## src/rtl/led_cube_pkg.sv

```systemverilog
// Shared definitions for the LED-cube scan drivers: FSM states, cube
// geometry and the 3-to-8 one-hot decode used for layers and row latches.
package led_cube_pkg;

  localparam int NUM_LAYERS     = 8;
  localparam int ROWS_PER_LAYER = 8;

  typedef enum logic [2:0] {
    IDLE    = 3'd0,
    SETUP   = 3'd1,
    STROBE  = 3'd2,
    RELEASE = 3'd3,
    SHOW    = 3'd4
  } state_e;

  // 3-bit index to one-hot byte
  function automatic logic [7:0] onehot8(input logic [2:0] idx);
    return 8'b0000_0001 << idx;
  endfunction

endpackage

```

## src/rtl/led_cube_single_frame_if.sv

```systemverilog
// Frame-scan bus between the animation controller (master) and the
// single-frame scan driver (slave): control, frame fetch and cube drive pins.
interface led_cube_single_frame_if;
  logic       start;
  logic       stop;
  logic       done;
  logic [5:0] addr;
  logic [7:0] data_to_latch;
  logic [7:0] Layers;
  logic [7:0] Latches;
  logic [7:0] Data;

  modport master (
    output start, stop, data_to_latch,
    input  done, addr, Layers, Latches, Data
  );

  modport slave (
    input  start, stop, data_to_latch,
    output done, addr, Layers, Latches, Data
  );
endinterface

```

## src/rtl/led_cube_single_frame.sv

```systemverilog
// Scan driver for one 8x8x8 frame. Walks {layer,row} byte addresses,
// strobes each byte into its row latch (SETUP/STROBE/RELEASE, 3 cycles per
// row), then enables the layer for LAYER_HOLD cycles, rescanning forever.
// Build option: LED_CUBE_BLANKING_EN blanks Layers while rows are loading;
// without it the previously shown layer stays lit until the next SHOW.
module led_cube_single_frame
  import led_cube_pkg::*;
#(
  parameter int LAYER_HOLD = 2000
) (
  input  logic                    clk,
  input  logic                    rst,
  led_cube_single_frame_if.slave  bus
);

  localparam int HW = $clog2(LAYER_HOLD + 1);
  localparam logic [HW-1:0] HOLD_LAST = HW'(LAYER_HOLD - 1);

  state_e        state_q;
  logic [2:0]    layer_q;
  logic [2:0]    row_q;
  logic [HW-1:0] hold_q;
  logic [7:0]    data_q;
  logic          done_q;

  // Main scan FSM with row/layer/hold counters; rst > stop > start
  always_ff @(posedge clk) begin
    if (rst || bus.stop) begin
      state_q <= IDLE;
      layer_q <= '0;
      row_q   <= '0;
      hold_q  <= '0;
      data_q  <= '0;
      done_q  <= 1'b0;
    end else if (bus.start) begin
      state_q <= SETUP;
      layer_q <= '0;
      row_q   <= '0;
      hold_q  <= '0;
      done_q  <= 1'b0;
    end else begin
      done_q <= 1'b0;
      case (state_q)
        IDLE: ;
        SETUP: begin
          data_q  <= bus.data_to_latch;
          state_q <= STROBE;
        end
        STROBE: state_q <= RELEASE;
        RELEASE: begin
          if (row_q == 3'd7) begin
            row_q   <= '0;
            state_q <= SHOW;
          end else begin
            row_q   <= row_q + 3'd1;
            state_q <= SETUP;
          end
        end
        SHOW: begin
          if (hold_q == HOLD_LAST) begin
            hold_q  <= '0;
            layer_q <= layer_q + 3'd1;
            state_q <= SETUP;
            // pulse lands on the first SETUP of the next pass
            done_q  <= (layer_q == 3'd7);
          end else begin
            hold_q <= hold_q + 1'b1;
          end
        end
        default: state_q <= IDLE;
      endcase
    end
  end

  assign bus.addr    = (state_q == IDLE) ? 6'd0 : {layer_q, row_q};
  assign bus.Latches = (state_q == STROBE) ? onehot8(row_q) : 8'd0;
  assign bus.Data    = data_q;
  assign bus.done    = done_q;

`ifdef LED_CUBE_BLANKING_EN
  assign bus.Layers = (state_q == SHOW) ? onehot8(layer_q) : 8'd0;
`else
  logic [2:0] lay_q;
  logic       lay_vld_q;

  // Remember the last shown layer so it stays lit while the next one loads
  always_ff @(posedge clk) begin
    if (rst || bus.stop || bus.start) begin
      lay_q     <= '0;
      lay_vld_q <= 1'b0;
    end else if (state_q == RELEASE && row_q == 3'd7) begin
      lay_q     <= layer_q;
      lay_vld_q <= 1'b1;
    end
  end

  assign bus.Layers = lay_vld_q ? onehot8(lay_q) : 8'd0;
`endif

endmodule

```

## src/flat_wrapper.sv

```systemverilog
// flat-port wrapper written by rule: the top's interface ports become plain ports
module led_cube_single_frame_flat import led_cube_pkg::*;
#(
  parameter int LAYER_HOLD = 2000
)
  (clk, rst, bus_start, bus_stop, bus_data_to_latch, bus_done, bus_addr, bus_Layers, bus_Latches, bus_Data);
  led_cube_single_frame_if bus_i ();
  input  logic clk;
  input  logic rst;
  input wire logic [$bits(bus_i.start)-1:0] bus_start;
  input wire logic [$bits(bus_i.stop)-1:0] bus_stop;
  input wire logic [$bits(bus_i.data_to_latch)-1:0] bus_data_to_latch;
  output wire logic [$bits(bus_i.done)-1:0] bus_done;
  output wire logic [$bits(bus_i.addr)-1:0] bus_addr;
  output wire logic [$bits(bus_i.Layers)-1:0] bus_Layers;
  output wire logic [$bits(bus_i.Latches)-1:0] bus_Latches;
  output wire logic [$bits(bus_i.Data)-1:0] bus_Data;
  assign bus_i.start = bus_start;
  assign bus_i.stop = bus_stop;
  assign bus_i.data_to_latch = bus_data_to_latch;
  assign bus_done = bus_i.done;
  assign bus_addr = bus_i.addr;
  assign bus_Layers = bus_i.Layers;
  assign bus_Latches = bus_i.Latches;
  assign bus_Data = bus_i.Data;
  led_cube_single_frame #(.LAYER_HOLD(LAYER_HOLD)) u_core (.clk(clk), .rst(rst), .bus(bus_i));
endmodule
```

## config.mk

```make
export PLATFORM = sky130hd
export DESIGN_NAME = led_cube_single_frame_flat
export DESIGN_NICKNAME = d
export VERILOG_FILES = /design/src/rtl/led_cube_pkg.sv /design/src/rtl/led_cube_single_frame_if.sv /design/src/rtl/led_cube_single_frame.sv /design/src/flat_wrapper.sv
export SDC_FILE = /design/constraint.sdc
export NUM_CORES = 1
export LEC_CHECK = 0
export CAP_MARGIN = 20
export CORE_ASPECT_RATIO = 1.1
export CORE_MARGIN = 1.5
export CORE_UTILIZATION = 50
export CTS_CLUSTER_DIAMETER = 60
export DETAILED_ROUTE_END_ITERATION = 8
export GPL_TIMING_DRIVEN = 0
export HOLD_SLACK_MARGIN = 0.06
export PLACE_DENSITY_LB_ADDON = 0.25
export SLEW_MARGIN = 20
export SYNTH_ARGS = -nofsm -noshare
export SYNTH_HDL_FRONTEND = slang
export SYNTH_SLANG_ARGS = --single-unit
```

## constraint.sdc

```tcl
create_clock -name clk -period 4.55 [get_ports clk]
set_input_delay 0.6825 -clock clk [delete_from_list [all_inputs] [get_ports clk]]
set_output_delay 0.6825 -clock clk [all_outputs]
set_load 0.03 [all_outputs]
```

==> Word level (Yosys, flattened, before mapping) <==
Cells that the tools add are included.
{ "totals": {"inputBits": 12, "register_bits": 33, "out_inout_bits": 31} }
{ "classes": {"eq_ne": 10, "n_bitwise": 4, "shift": 2, "n_mux": 9, "reduce_logical": 10, "addsub": 3} }
{ "op_table": {"columns": ["op", "count"], "rows": [
  ["8-bit two-way mux", 2],
  ["1-bit by 3-bit << shifter with 8-bit output (first input constant)", 2],
  ["3-bit case mux with 5 select lines", 1],
  ["11-bit by 1-bit adder with 11-bit output (second input constant)", 1],
  ["11-bit == test (second input constant)", 1],
  ["11-bit two-way mux", 1],
  ["3-bit == test (second input constant)", 3],
  ["3-bit two-way mux", 3],
  ["2-bit AND reduction", 4],
  ["3-bit by 1-bit adder with 3-bit output (second input constant)", 2],
  ["3-bit by 2-bit == test with 1-bit output (second input constant)", 2],
  ["6-bit two-way mux", 1],
  ["1-bit NOT", 4],
  ["4-bit OR reduction", 1],
  ["3-bit by 1-bit == test with 1-bit output (second input constant)", 1],
  ["3-bit zero test", 1],
  ["3-bit by 2-bit != test with 1-bit output (second input constant)", 1],
  ["1-bit logical OR", 2],
  ["2-bit by 1-bit != test with 1-bit output (second input constant)", 1],
  ["2-bit != test (second input constant)", 1],
  ["2-bit OR reduction", 1],
  ["1-bit logical AND", 1],
  ["1-bit two-way mux", 1]
]} }

==> Longest topological paths before layout <==
{ "logic_depth": {"ltp_word": 4, "ltp_mapped": 6, "mapped_depth_nobuf": 5} }

==> Least setup slack after synthesis <==
OpenSTA, ideal clock, no wires.
{ "synth_path": {"kind": "register to output", "from": "reg u_core.state_q[1]", "to": "out bus_Latches[0]", "path_slack_ps": 2436, "arrival_time_ps": 1432, "required_time_ps": 3868, "stages_incl_launch_ff": 5, "path_cell_list": "dfxtp_1 > clkbuf_1 > nor2b_1 > nor2b_1 > and3_1"} }
{ "synth_via": {"elab_chain_len": 2} }
{ "synth_rtl": {"columns": ["item", "line_no", "rtl"], "rows": [
  ["from (decl)", "led_cube_single_frame.sv:19", "state_e state_q;"],
  ["from (signal assigned)", "led_cube_single_frame.sv:29", "state_q <= IDLE;"],
  ["from (signal assigned)", "led_cube_single_frame.sv:36", "state_q <= SETUP;"],
  ["from (signal assigned)", "led_cube_single_frame.sv:47", "state_q <= STROBE;"],
  ["3-bit by 2-bit == test with 1-bit output", "led_cube_single_frame.sv:76", "assign bus.Latches = (state_q == STROBE) ? onehot8(row_q) : 8'd0;"],
  ["8-bit two-way mux", "led_cube_single_frame.sv:76", null],
  ["to (decl)", "flat_wrapper.sv:16", "output wire logic [$bits(bus_i.Latches)-1:0] bus_Latches;"]
]} }
Every way passes these cells.

==> Final worst setup path <==
{ "layout_path": {"from": "reg u_core.state_q[1]", "to": "out bus_Latches[4]"} }
Same word-level chain as after synthesis.

==> results.yml <==
status:
  status: "finished clean"
die:
  fp-row-count: 21
  core_um2: 3050
  die-area_um2: 3550
  die_h_um: 62.4
  initial_core_util: 0.526
  fp.dieW_um: 57.0
  pin_count: 43
setup_path:
  cp.required_ns: 3.87
  crit_chain: "clkbuf_1 -> nor2b_1 -> nor2b_1 -> and3_1 -> clkdlybuf4s50_1"
  crit_path_start: "u_core.state_q[1]$_SDFFE_PP0P_"
  reg2reg_to: "u_core.hold_q[2]$_SDFFE_PP0N_"
  r2r_slack_ns: 2.48
  cp_max_fo: 8
  cp_slowest_cell: "clkdlybuf4s50_1"
  endpoint_kind: "primary output"
  cpMostUsedCell: "nor2b_1"
  slowest_delay_ns: 0.67
  r2r_start: "u_core.hold_q[0]$_SDFFE_PP0N_"
  rr_worst_depth: 6
  critPathArrivalTime_ns: 2.47
  cp-start-kind: "flop"
  critPathKind: "flop to primary output"
  crit_end: "bus_Latches[4]"
cells_and_area:
  nNetsFinal: 266
  fillers: 252
  area_growth_pct: 34.2
  ff_latch_area_um2: 661
  final_cell_mix: "clkdlybuf4s50_1, dfxtp_1, nand2_1, nor2_1, a21oi_1"
  final_common_cell: "clkdlybuf4s50_1"
  multi_input_area_um2: 892
  n_antenna_cell: 0
  drive_gt1_frac: 0.0488
pwr:
  pwr-share-seq: 0.532
  ir_worst_vdd_uv: 310
  p_int_w: 0.000434
  switching_power_w: 0.000111
  combPwrFrac: 0.046
  powerDensity_nw_per_um2: 253
  switching_share: 0.204
  power_frac_clock: 0.422
  p_leak_nw: 0.731
timing:
  fin_crit_ns: 3.16
  min_period_over_period: 0.694
  fmax_mhz: 317
  relSlewSlack: 0.492
  maxSlewViolCount: 0
  whs_ns: 0.457
  hold_viol_final: 0
  setup_viol: 0
  skew_ns: 0.00666
  tightest_slew_ns: 0.756
  grt_setup_unrepaired: "no"
  fin_tns_setup_ns: 0
placement:
  io_buffers: 42
  dpl.hpwl_um: 2420
  routabilityCongestion: 0.722
clock_tree:
  cts_made_buffers: 5
  root_buffer: "clkbuf_4"
  cts_tree: "done"
  cts_setup_buffers: 0
  cts_resized: 0
  clkSinkCount: 33
  htreeDepth: 2
  insertion_delay_ns: 0.34
  ctsHoldBuffers: 0
  cts_buffer_depth: 2
  path_clk_slew_ns: 0.10
global_route:
  grt_overflow: 0
  antenna_found_initial: 0
  grt_usage: 0.203
  grt_max_degree: 11
  grt_pass1_vias: 1339
  grt_pass1_wl_um: 5710
routing:
  viasPerCell: 5.19
  vias: 1452
  first_pass_iters: 4
  drt_wl_total_um: 3270
  drtIter0Drc: 57
  ant_nets: 0
  route.detailed.drc: 0
  post_drt_wl_per_cell_um: 11.7
logic_synthesis:
  avgSynthCellArea_um2: 8.18
  yosysUniqueCellTypes: 31
  syn-cell-area_um2: 1600
  syn_nets: 217
  ys_seq_area_frac: 0.412
  yosys_warnings: 0
  syn_inst: 196
  synth_seq_cells: 33
min_path:
  min_path_type: "flop to flop"
  hp-start: "u_core.bus.Data[6]$_SDFFE_PP0P_"
job:
  maxCapViolations: 0
stage by stage:
stage | total power [W] | cell area (µm²) | std cells | worst slack, ns | util
5_1_grt | 0.000566 | 2150 | 280 | 1.23 | 0.706
4_1_cts | 0.000551 | 2150 | 280 | 1.39 | 0.706
6_report | 0.000545 | 2150 | 280 | 1.39 | 0.706
3_5_place_dp | 0.000322 | 2070 | 272 | 1.78 | 0.678
3_3_place_gp | 0.000322 | 2070 | 272 | 1.82 | 0.678
2_1_floorplan | 0.000308 | 1600 | 196 | 2.44 | -
area by class of cell:
cell class              count  share of cell area
flip-flops and latches     33               0.307
well taps                  34              0.0198
clock buffers               7              0.0256
plain buffers               9              0.0163
repair buffers             42               0.195
clock inverters             1              0.0140
multi-input cells         150               0.415
inverters                   4             0.00698
how the worst min path moves through the flow:
stage,to,slack (ns),depth (start not counted)
after global routing,u_core.bus.Data[6]$_SDFFE_PP0P_,0.48,2
after CTS,u_core.bus.Data[6]$_SDFFE_PP0P_,0.46,2
after floorplan,u_core.lay_q[2]$_SDFFE_PP0P_,0.44,2
after detailed placement,u_core.bus.Data[6]$_SDFFE_PP0P_,0.45,2
final,u_core.bus.Data[6]$_SDFFE_PP0P_,0.46,2
after global placement,u_core.bus.Data[0]$_SDFFE_PP0P_,0.44,2
registers in the layout, summed over array words and instances, names as in the netlist:
| name | flops |
|---|---|
| u_core.row_q | 3 |
| u_core.state_q | 3 |
| u_core.layer_q | 3 |
| u_core.bus.done | 1 |
| u_core.bus.Data | 8 |
| u_core.hold_q | 11 |
| u_core.lay_q | 3 |
| u_core.lay_vld_q | 1 |
synth_stat cells:
library cell	n	area [µm²]
dfxtp_1	33	661
nor3_1	7	35.0
mux2i_1	2	20.0
nand3_1	6	30.0
nand4bb_1	1	11.3
buf_1	1	3.75
nand2_1	30	113
and3b_1	1	8.76
or4b_2	1	10.0
o21ai_0	2	10.0
clkbuf_1	7	26.3
xor2_1	5	43.8
buf_2	1	5.00
a211oi_1	1	7.51
or3_1	4	25.0
and3_1	6	37.5
nor2b_1	5	31.3
a21oi_1	20	100
nand2b_1	5	31.3
and4_1	1	8.76
ha_1	9	113
nand4_1	7	43.8
nor4bb_1	1	10.0
inv_1	4	15.0
nor4b_2	1	15.0
nor2_1	23	86.3
xnor2_1	5	43.8
and2_1	4	25.0
nor3b_4	1	18.8
nand3b_1	1	7.51
or2_2	1	6.26
power groups by stage:
stage | sequential, W | clock, W | combinational, W
final | 0.000290 | 0.000230 | 0.0000251
after global placement | 0.000297 | 0 | 0.0000249
after floorplan | 0.000298 | 0 | 0.00000990
after CTS | 0.000290 | 0.000235 | 0.0000253
after detailed placement | 0.000297 | 0 | 0.0000253
after global routing | 0.000290 | 0.000248 | 0.0000275
layer usage:
metal / track usage / up-vias / routed length [µm]
li1: - / 762 / -
met1: 0.220 / 653 / 1410
met2: 0.348 / 33 / 1620
met3: 0.0704 / 4 / 181
met4: 0.0959 / 0 / 69
met5: 0 / - / 0
cell families (layout without fill, tap and decap cells):
| group | count (synthesis) | after routing | synth area share |
|---|---|---|---|
| fa+ha+maj | 9 | 9 | 0.0703 |
| mux | 2 | 2 | 0.0125 |
| simple gates | 106 | 106 | 0.346 |
| flops | 33 | 33 | 0.412 |
| compound gates | 23 | 23 | 0.0734 |
| buf+inv | 13 | 63 | 0.0312 |
| xor+xnor | 10 | 10 | 0.0546 |
worst max-delay path, delay by kind of cell (launching register included):
family / cells / cell delay (ns)
buf+inv: 2 / 0.99
simple gates: 3 / 0.82
flops: 1 / 0.32
Note: power is estimated with default switching activity, not from simulation.
